### src/rtl/fifo_read_drain.sv
`default_nettype none
// ============================================================================
// fifo_read_drain : drains BURST_LEN words per start pulse from a FIFO read
//   port into a 2-entry valid/ready output buffer. Optional +1 sequence checker
//   is built when the macro DRAIN_SEQ_CHECK_EN is defined.
// Revision: 1.0
// ============================================================================
module fifo_read_drain #(
  parameter int MEMORY_WIDTH = 4,
  parameter int BURST_LEN    = 5,
  parameter int CNT_WIDTH    = 8
) (
  input  logic                    r_clk,
  input  logic                    rrst,
  input  logic                    start,
  input  logic                    r_empty,
  input  logic [MEMORY_WIDTH-1:0] rdata,
  output logic                    r_en,
  output logic [MEMORY_WIDTH-1:0] out_data,
  output logic                    out_valid,
  input  logic                    out_ready,
  output logic                    busy,
  output logic                    done,
  output logic [CNT_WIDTH-1:0]    words_read,
  output logic                    seq_err
);

  localparam logic [CNT_WIDTH-1:0] BURST_CNT = CNT_WIDTH'(BURST_LEN);

  typedef enum logic [1:0] {
    IDLE  = 2'd0,
    RUN   = 2'd1,
    DRAIN = 2'd2,
    DONE  = 2'd3
  } state_t;

  state_t                  state_q;
  logic [CNT_WIDTH-1:0]    issued_q;
  logic                    busy_q;
  logic                    done_q;
  logic                    inflight_q;
  logic [1:0]              ocnt_q,  ocnt_d;
  logic [MEMORY_WIDTH-1:0] buf0_q,  buf0_d;
  logic [MEMORY_WIDTH-1:0] buf1_q,  buf1_d;
  logic [CNT_WIDTH-1:0]    words_read_q;
  logic                    push;
  logic                    pop;
  logic                    credit_ok;

  // A read is only issued if its word is guaranteed a buffer slot on arrival.
  assign credit_ok = ({1'b0, ocnt_q} + {2'b00, inflight_q}) < 3'd2;
  assign r_en      = (state_q == RUN) && !r_empty && (issued_q < BURST_CNT) && credit_ok;

  assign push       = inflight_q;
  assign out_valid  = (ocnt_q != 2'd0);
  assign pop        = out_valid && out_ready;
  assign out_data   = buf0_q;
  assign busy       = busy_q;
  assign done       = done_q;
  assign words_read = words_read_q;

  always_ff @(posedge r_clk) begin
    if (rrst) begin
      state_q  <= IDLE;
      issued_q <= '0;
      busy_q   <= 1'b0;
      done_q   <= 1'b0;
    end else begin
      done_q <= 1'b0;
      case (state_q)
        IDLE: begin
          if (start) begin
            state_q  <= RUN;
            issued_q <= '0;
            busy_q   <= 1'b1;
          end
        end
        RUN: begin
          if (r_en) begin
            issued_q <= issued_q + 1'b1;
          end
          if (issued_q == BURST_CNT) begin
            state_q <= DRAIN;
          end
        end
        DRAIN: begin
          if (!inflight_q && (ocnt_q == 2'd0)) begin
            state_q <= DONE;
            busy_q  <= 1'b0;
            done_q  <= 1'b1;
          end
        end
        DONE: begin
          state_q <= IDLE;
        end
        default: begin
          state_q <= IDLE;
          busy_q  <= 1'b0;
        end
      endcase
    end
  end

  // Head is always buf0; a simultaneous push and pop keeps the count and order.
  always_comb begin
    ocnt_d = ocnt_q;
    buf0_d = buf0_q;
    buf1_d = buf1_q;
    case ({push, pop})
      2'b10: begin
        if (ocnt_q == 2'd0) begin
          buf0_d = rdata;
        end else begin
          buf1_d = rdata;
        end
        ocnt_d = ocnt_q + 2'd1;
      end
      2'b01: begin
        buf0_d = buf1_q;
        ocnt_d = ocnt_q - 2'd1;
      end
      2'b11: begin
        if (ocnt_q == 2'd1) begin
          buf0_d = rdata;
        end else begin
          buf0_d = buf1_q;
          buf1_d = rdata;
        end
      end
      default: begin
        ocnt_d = ocnt_q;
      end
    endcase
  end

  always_ff @(posedge r_clk) begin
    if (rrst) begin
      inflight_q   <= 1'b0;
      ocnt_q       <= 2'd0;
      buf0_q       <= '0;
      buf1_q       <= '0;
      words_read_q <= '0;
    end else begin
      inflight_q <= r_en;
      ocnt_q     <= ocnt_d;
      buf0_q     <= buf0_d;
      buf1_q     <= buf1_d;
      if (pop) begin
        words_read_q <= words_read_q + 1'b1;
      end
    end
  end

`ifdef DRAIN_SEQ_CHECK_EN
  logic                    seeded_q;
  logic [MEMORY_WIDTH-1:0] expect_q;
  logic                    seq_err_q;

  // After a mismatch the expectation follows the word actually seen.
  always_ff @(posedge r_clk) begin
    if (rrst) begin
      seeded_q  <= 1'b0;
      expect_q  <= '0;
      seq_err_q <= 1'b0;
    end else if (pop) begin
      seeded_q <= 1'b1;
      expect_q <= out_data + 1'b1;
      if (seeded_q && (out_data != expect_q)) begin
        seq_err_q <= 1'b1;
      end
    end
  end

  assign seq_err = seq_err_q;
`else
  assign seq_err = 1'b0;
`endif

endmodule
`default_nettype wire

### config.mk
export PLATFORM = sky130hd
export DESIGN_NAME = fifo_read_drain
export DESIGN_NICKNAME = d
export VERILOG_FILES = /design/src/rtl/fifo_read_drain.sv
export SDC_FILE = /design/constraint.sdc
export NUM_CORES = 1
export LEC_CHECK = 0
export ABC_CLOCK_PERIOD_IN_PS = 3650
export BUFFER_PORTS_ARGS = -buffer_cell sky130_fd_sc_hd__buf_2
export CAP_MARGIN = 0
export CORE_MARGIN = 8
export CORE_UTILIZATION = 59
export DETAILED_ROUTE_END_ITERATION = 10
export PLACE_DENSITY = 0.83
export SETUP_SLACK_MARGIN = 0.5
export SLEW_MARGIN = 20
export SYNTH_ARGS = -nofsm -noshare
export SYNTH_HDL_FRONTEND = slang
export SYNTH_SLANG_ARGS = --single-unit
### constraint.sdc
create_clock -name r_clk -period 3.65 [get_ports r_clk]
set_input_delay 0.73 -clock r_clk [delete_from_list [all_inputs] [get_ports r_clk]]
set_output_delay 0.73 -clock r_clk [all_outputs]
set_load 0.02 [all_outputs]
Word level (Yosys, flattened, before mapping)
Index checks and enable logic that the tools add are counted. W data, S select, Z words.

Input port bits: 9. Output and inout bits: 17. Flip-flop bits (word level): 31. Logic and storage cells: 71.

$lt $le $gt $ge: 2. Reduce and logical (&&, ||, !) cells: 21. Mux-type cells: 18. Equal/unequal tests: 15. Bitwise operators: 1. $add $sub $neg: 5.

Operators by type and width (number): $add A8 B1 Y8 const B (2); $mux W4 (4); $mux W8 (2); $pmux W8 S2 (1); $ne A2 B2 Y1 const B (6); $pmux W4 S3 (1); $reduce_and A3 Y1 (4); $reduce_bool A2 Y1 (5); $eq A2 B2 Y1 const B (4); $eq A8 B3 Y1 const B (1); $lt A8 B3 Y1 const B (1); $pmux W2 S4 (1); $pmux W4 S2 (1); $eq A2 B1 Y1 const B (3); $mux W2 (3); $logic_and A1 B1 Y1 (5); $logic_not A2 Y1 (2); $pmux W2 S2 (1); $add A2 B1 Y3 (1); $lt A3 B2 Y1 const B (1); $mux W1 (3); $reduce_bool A3 Y1 (1); $add A2 B1 Y2 const B (1); $logic_not A1 Y1 (2); 6 further kinds (6).

Logic depth before layout (Yosys ltp)
Gate-level depths: netlist of run 1.

Word-level depth: 6. Depth in mapped cells: 10. Gate-level depth less buffers: 9.

Worst setup path after synthesis of run 1
No wires, ideal clock.

Kind: input port to flip-flop. Start: input port out_ready. End: register buf1_q[0]. Path slack: 1.491 ns. Data required time: 3.522 ns. Stages: 8. Data arrival time: 2.032 ns. Cells stage by stage: nor2b_1 > buf_2 > inv_1 > ha_1 > nor2b_1 > o21ai_1 > mux2i_1 > nor2_1.

Word-level cells in the longest chain between the ends: 4. Elaborated cells between the ends (all ways): 8.

RTL lines: start: declaration (RTL line 21) `input logic out_ready,`; $logic_and A1 B1 Y1 * (RTL line 56) `assign pop = out_valid && out_ready;`; net pop (RTL line 47) `logic pop;`; $eq A2 B2 Y1 (RTL line 109) `case ({push, pop})`; $ne A2 B2 Y1 (no source line) / $reduce_bool A2 Y1 (equally long branches); $reduce_and A3 Y1 (no source line); end signal: assignment (RTL line 147) `buf1_q <= buf1_d;`; end: declaration (RTL line 44) `logic [MEMORY_WIDTH-1:0] buf1_q, buf1_d;`.

Mark *: on every way through the listed nets, which the timed path passes. The rest lies on a longest branch. A chain may end at the register's enable or synchronous reset.

Worst setup path in the final report of run 1
Start: register issued_q[0]. End: output port r_en.

Word-level cells in the longest chain between the ends: 3.

RTL lines: start: declaration (RTL line 38) `logic [CNT_WIDTH-1:0] issued_q;`; start signal: assignment (RTL line 80) `issued_q <= issued_q + 1'b1;`; $lt A8 B3 Y1 (RTL line 52) `assign r_en = (state_q == RUN) && !r_empty && (issued_q < BURST_CNT) && credit_ok;`; $logic_and A1 B1 Y1 (2 in a row) (RTL line 52); end: declaration (RTL line 18) `output logic r_en,`.

Every way passes these cells.

==> impl_metrics.csv, run 1 <==
group,metric,value,unit
power_and_ir_drop,ir_drop,0.417,mV
yosys,async_reset_ff_share,0,%
cts,hold_buffers,0,
yosys,synth.top_cells.by_area,"dfxtp_1 (41%), ha_1 (11%), nor2_1 (6.5%)",
yosys,synth_seq_cells,31,
placed_design,dp_hpwl,2220,um
yosys,synth_area_leader_cell,"dfxtp_1",
min_path,hp-class,"reg2reg",
grt,track_usage,14.5,%
floorplanning,die_w,66.5,um
timing,setup_ws,1.23,ns
yosys,synthFlopType,"dfxtp_1",
critical_path,crit_type,"reg2out",
cts,clock_path_buffers,2,
routing,viasPerCell,5.53,
layout,num-fill-cells,211,
grt,grt_start_max_net_pins,27,
timing,fmaxAchievable,413,MHz
yosys,synth_cells,162,
layout,mostFrequentLayoutCell,"dfxtp_1",
timing,slew_violations,0,
cts,clk_latency,0.33,ns
routing,drt_iter0_markers,52,
power_and_ir_drop,total_power,1.21,mW
cts,cts.sinks,31,
power_and_ir_drop,p_per_area,710,nW/um2
critical_path,crit_required,2.92,ns
placed_design,portBuffers,24,
yosys,syn_area_per_cell,9.30,um2
layout,finalInstanceArea,1710,um2
yosys,synth-edff-count,0,
routing,wl,2980,um
placed_design,placed_cell_area,1640,um2
layout,nNetsFinal,211,
power_and_ir_drop,p_leak,0.813,nW
layout,antenna_cells,0,
routing,post_drt_wl_per_cell,13.6,um
timing,hold_viol_final,0,
timing,setup_viol,0,
cts,cts_setup_buffers,0,
floorplanning,design.core.area,2450,um2
placed_design,gp_congestion,0.871,
layout,area_delta_synth_final,13.3,%
layout,finish.utilization,69.5,%
yosys,yosysWarnings,0,
cts,cts_tree,"yes",
timing,fin_tns_setup,0,ns
run_status,status,"completed",
layout,final_layout_size_suffix_gt1_share,20.5,%
timing,finalCriticalPeriod,2.42,ns
yosys,synth.net_count,184,
grt,grt-ovfl-total,0,
critical_path,crit_fanout,6,
grt,grt_pass1_vias,1169,
yosys,synth-seq-area-share,41.2,%
grt,grt_pass1_wl,4940,um
floorplanning,num_rows,18,
routing,num_vias,1216,
critical_path,cp-end-kind,"output pin",
cts,root_buffer,"clkbuf_4",
timing,grt_setup_unrepaired,"no",
layout,most-common-layout-cells,"dfxtp_1 (31), nor2_1 (26), buf_2 (24)",
routing,ant_nets,0,
cts,cts.htree.levels,2,
yosys,synth_area,1510,um2
floorplanning,start_util,61.4,%
floorplanning,dieArea,4430,um2
placed_design,preCtsSetupSlack,1.29,ns
floorplanning,die_h,66.5,um
yosys,ys_types,39,
yosys,yosysTopAreaCellShare,41.2,%
critical_path,arrival,1.69,ns
timing,post-route-period-util,66.4,%
cts,cts_buffers,5,
critical_path,start_kind,"register",
timing,finClkSkew,0.00381,ns
cts,ctsResizeCount,0,
run,cap_violations,0,
routing,route.detailed.drc,0,
grt,antenna_found_initial,0,
routing,first_pass_iters,4,
floorplanning,num_io_pins,26,
cts,path_clk_slew,0.09,ns
==> layout make-up <==
cell class	count	area [um2]	share of cell area (%)
clock buffer	8	68.8	4.03
tap	30	37.5	2.20
sequential	31	621	36.4
timing repair buffer	25	128	7.48
multi-input combinational	113	803	47.1
inverter	13	48.8	2.86
==> worst max-delay path, stage by stage (launching register included) <==
cell and delay, ns:
dfxtp_1 0.44, inv_1 0.07, ha_1 0.19, nand2b_1 0.15, and4_1 0.18, nand2_1 0.12
inv_1 0.05, buf_2 0.15
==> registers in the layout, indices dropped and copies added, names as in the netlist <==
signal,flops
buf1_q,4
busy,1
done,1
inflight_q,1
issued_q,8
ocnt_q,2
out_data,4
state_q,2
words_read,8
==> path summary, 6_finish.rpt <==
kind / from / to / slack (ns) / cells after the start
worst max register to register: ocnt_q[0] / buf1_q[0] / 1.32 / 10
worst min-delay path: issued_q[6] / issued_q[6] / 0.47 / 1
worst max-delay path: issued_q[0] / r_en / 1.23 / 7
worst min register to register: issued_q[6] / issued_q[6] / 0.47 / 1
==> report_power, final <==
part / internal, mW / switching (mW)
clock network: 0.113 / 0.111
logic: 0.216 / 0.316
registers: 0.405 / 0.0523
==> metal layers <==
metal	track usage [%]	routed length, um	vias up
met5	0	0	-
li1	-	-	612
met3	6.54	173	8
met2	24.2	1480	25
met4	8.00	57	0
met1	14.7	1280	571
==> per-stage QoR <==
step	hold slack, ns	instances
floorplan	0.431	162
finish	0.474	220
detailed placement	0.450	212
global placement	0.442	212
CTS	0.475	220
global route	0.499	220
==> cell usage after synthesis, drive strengths merged, types with 3 or more instances <==
cell / instances
mux2i: 5
dfxtp: 31
o21ai: 3
ha: 13
a21oi: 3
a22oi: 5
inv: 13
nor2: 26
nand4: 5
and3: 3
clkbuf: 3
nand2: 6
and2: 3
a211oi: 7
xor2: 8
nor2b: 5
==> cell families (layout without fill, tap and decap cells) <==
| kind of cell | after synthesis | count (layout) | share of synthesized area, % |
|---|---|---|---|
| fa+ha+maj | 13 | 13 | 10.8 |
| flops | 31 | 31 | 41.2 |
| xor+xnor | 9 | 9 | 5.23 |
| compound gates | 28 | 28 | 14.4 |
| buf+inv | 18 | 46 | 5.48 |
| simple gates | 56 | 56 | 18.6 |
| other cells | 1 | 1 | 0.249 |
| mux | 6 | 6 | 4.07 |
No activity file was read; power rests on OpenSTA's default activity.
==> inputs of run 2 (changes only) <==
ABC_CLOCK_PERIOD_IN_PS = 2200   (was 3650)
CORE_UTILIZATION = 49   (was 59)
PLACE_DENSITY = 0.74   (was 0.83)
clock period = 2.2 ns   (was 3.65 ns; I/O delays follow)
==> run 2 against run 1 <==
Net effect: first-iteration DRC count fell by 9.6%; sequential cell count is the same; critical path type unchanged; power rose by 110%; utilization shrank 0.66 points; cell count rose by 8.2%; wire length up 21%.
==> impl_metrics.csv, run 2 (same netlist as run 1, synthesis figures left out) <==
group,metric,value,unit
critical_path,start_kind,"register",
placed_design,portBuffers,24,
placed_design,dp_hpwl,2370,um
routing,num_vias,1286,
routing,drt_iter0_markers,47,
grt,grt_pass1_wl,5840,um
power_and_ir_drop,p_leak,0.944,nW
grt,track_usage,14.1,%
routing,ant_nets,0,
cts,path_clk_slew,0.10,ns
floorplanning,num_io_pins,26,
timing,fmaxAchievable,543,MHz
floorplanning,dieArea,5100,um2
layout,multi_input_area,993,um2
timing,setup_ws,0.359,ns
min_path,hp-start,"rdata[3]",
routing,wl,3630,um
layout,final_layout_size_suffix_gt1_share,43.9,%
critical_path,startpoint,"issued_q[1]",
floorplanning,start_util,50.6,%
critical_path,cp-end-kind,"output pin",
placed_design,preCtsSetupSlack,0.294,ns
timing,post-route-period-util,83.7,%
grt,grt-ovfl-total,0,
layout,mostFrequentLayoutCell,"dfxtp_1",
cts,clock_path_buffers,2,
routing,viasPerCell,5.40,
cts,cts_buffers,5,
grt,grt_start_max_net_pins,27,
critical_path,crit_required,1.76,ns
floorplanning,die_w,71.4,um
critical_path,crit_fanout,2,
power_and_ir_drop,ir_drop,0.702,mV
cts,cts.sinks,31,
power_and_ir_drop,total_power,2.52,mW
timing,finClkSkew,0.0113,ns
floorplanning,num_rows,20,
floorplanning,design.core.area,2980,um2
critical_path,crit_type,"reg2out",
run,cap_violations,0,
routing,post_drt_wl_per_cell,15.2,um
critical_path,crit-reg2reg-launch,"ocnt_q[0]",
layout,nNetsFinal,227,
timing,grt_setup_unrepaired,"yes",
timing,finalCriticalPeriod,1.84,ns
cts,clk_latency,0.33,ns
timing,hold_ws,0.371,ns
grt,antenna_found_initial,0,
placed_design,gp_congestion,0.782,
layout,area_delta_synth_final,36.1,%
power_and_ir_drop,p_per_area,1230,nW/um2
layout,num-fill-cells,219,
timing,hold_viol_final,0,
min_path,hp-class,"in2reg",
timing,slew_violations,0,
run_status,status,"completed",
cts,root_buffer,"clkbuf_4",
timing,setup_viol,0,
grt,grt_pass1_vias,1383,
layout,regArea,634,um2
timing,fin_tns_setup,0,ns
cts,hold_buffers,0,
critical_path,arrival,1.40,ns
routing,first_pass_iters,4,
layout,antenna_cells,0,
routing,route.detailed.drc,0,
cts,cts_tree,"yes",
floorplanning,die_h,71.4,um
cts,cts.htree.levels,2,
layout,most-common-layout-cells,"dfxtp_1 (26), nor2_1 (25), buf_2 (22)",
[run 2: area by class of cell]
| cell class | count | area share (%) |
|---|---|---|
| Clock buffer | 6 | 2.50 |
| Timing Repair Buffer | 41 | 13.2 |
| Clock inverter | 1 | 0.244 |
| Tap cell | 33 | 2.01 |
| Inverter | 13 | 2.62 |
| Multi-Input combinational cell | 113 | 48.4 |
| Sequential cell | 31 | 30.9 |
[run 2: final timing paths]
path,to,cells past startpoint,slack (ns)
max,r_en,7,0.36
min,buf1_q[3],3,0.37
max reg2reg,buf1_q[2],10,0.40
min reg2reg,issued_q[6],1,0.48
[run 2: critical path: stages, from the launching register on]
cell	delay, ns
dfxtp_2	0.34
inv_2	0.07
ha_4	0.12
nand2b_4	0.11
and4_4	0.23
nand2_4	0.05
inv_2	0.05
buf_6	0.10
[run 2: power by group]
group / switching (mW) / total (mW) / internal, mW
Combinational: 0.739 / 1.42 / 0.684
Clock: 0.187 / 0.335 / 0.148
Sequential: 0.0771 / 0.763 / 0.686
Total: 1.00 / 2.52 / 1.52
[run 2: routing by layer]
metal / track usage, % / share of wire, % / wire (um) / vias to the layer above
met5: 0 / 0 / 0 / -
met4: 7.39 / 2.0 / 74 / 0
met3: 4.88 / 5.1 / 186 / 8
met2: 25.6 / 52 / 1870 / 25
met1: 13.8 / 41 / 1500 / 614
li1: - / - / - / 639
[run 2: timing repair]
item / CTS / global route
pin swaps: 6 / 10
resized for setup: 24 / 23
endpoints found under the setup margin: 9 / 20
buffers inserted: 13 / 3
[run 2: through the flow]
stage                     utilization, %  instances  area (um2)
final                               68.9        238        2050
after global routing                68.9        238        2050
after CTS                           64.7        235        1930
after detailed placement            56.9        215        1690
after global placement              56.9        215        1690
after floorplan                        -        162        1560
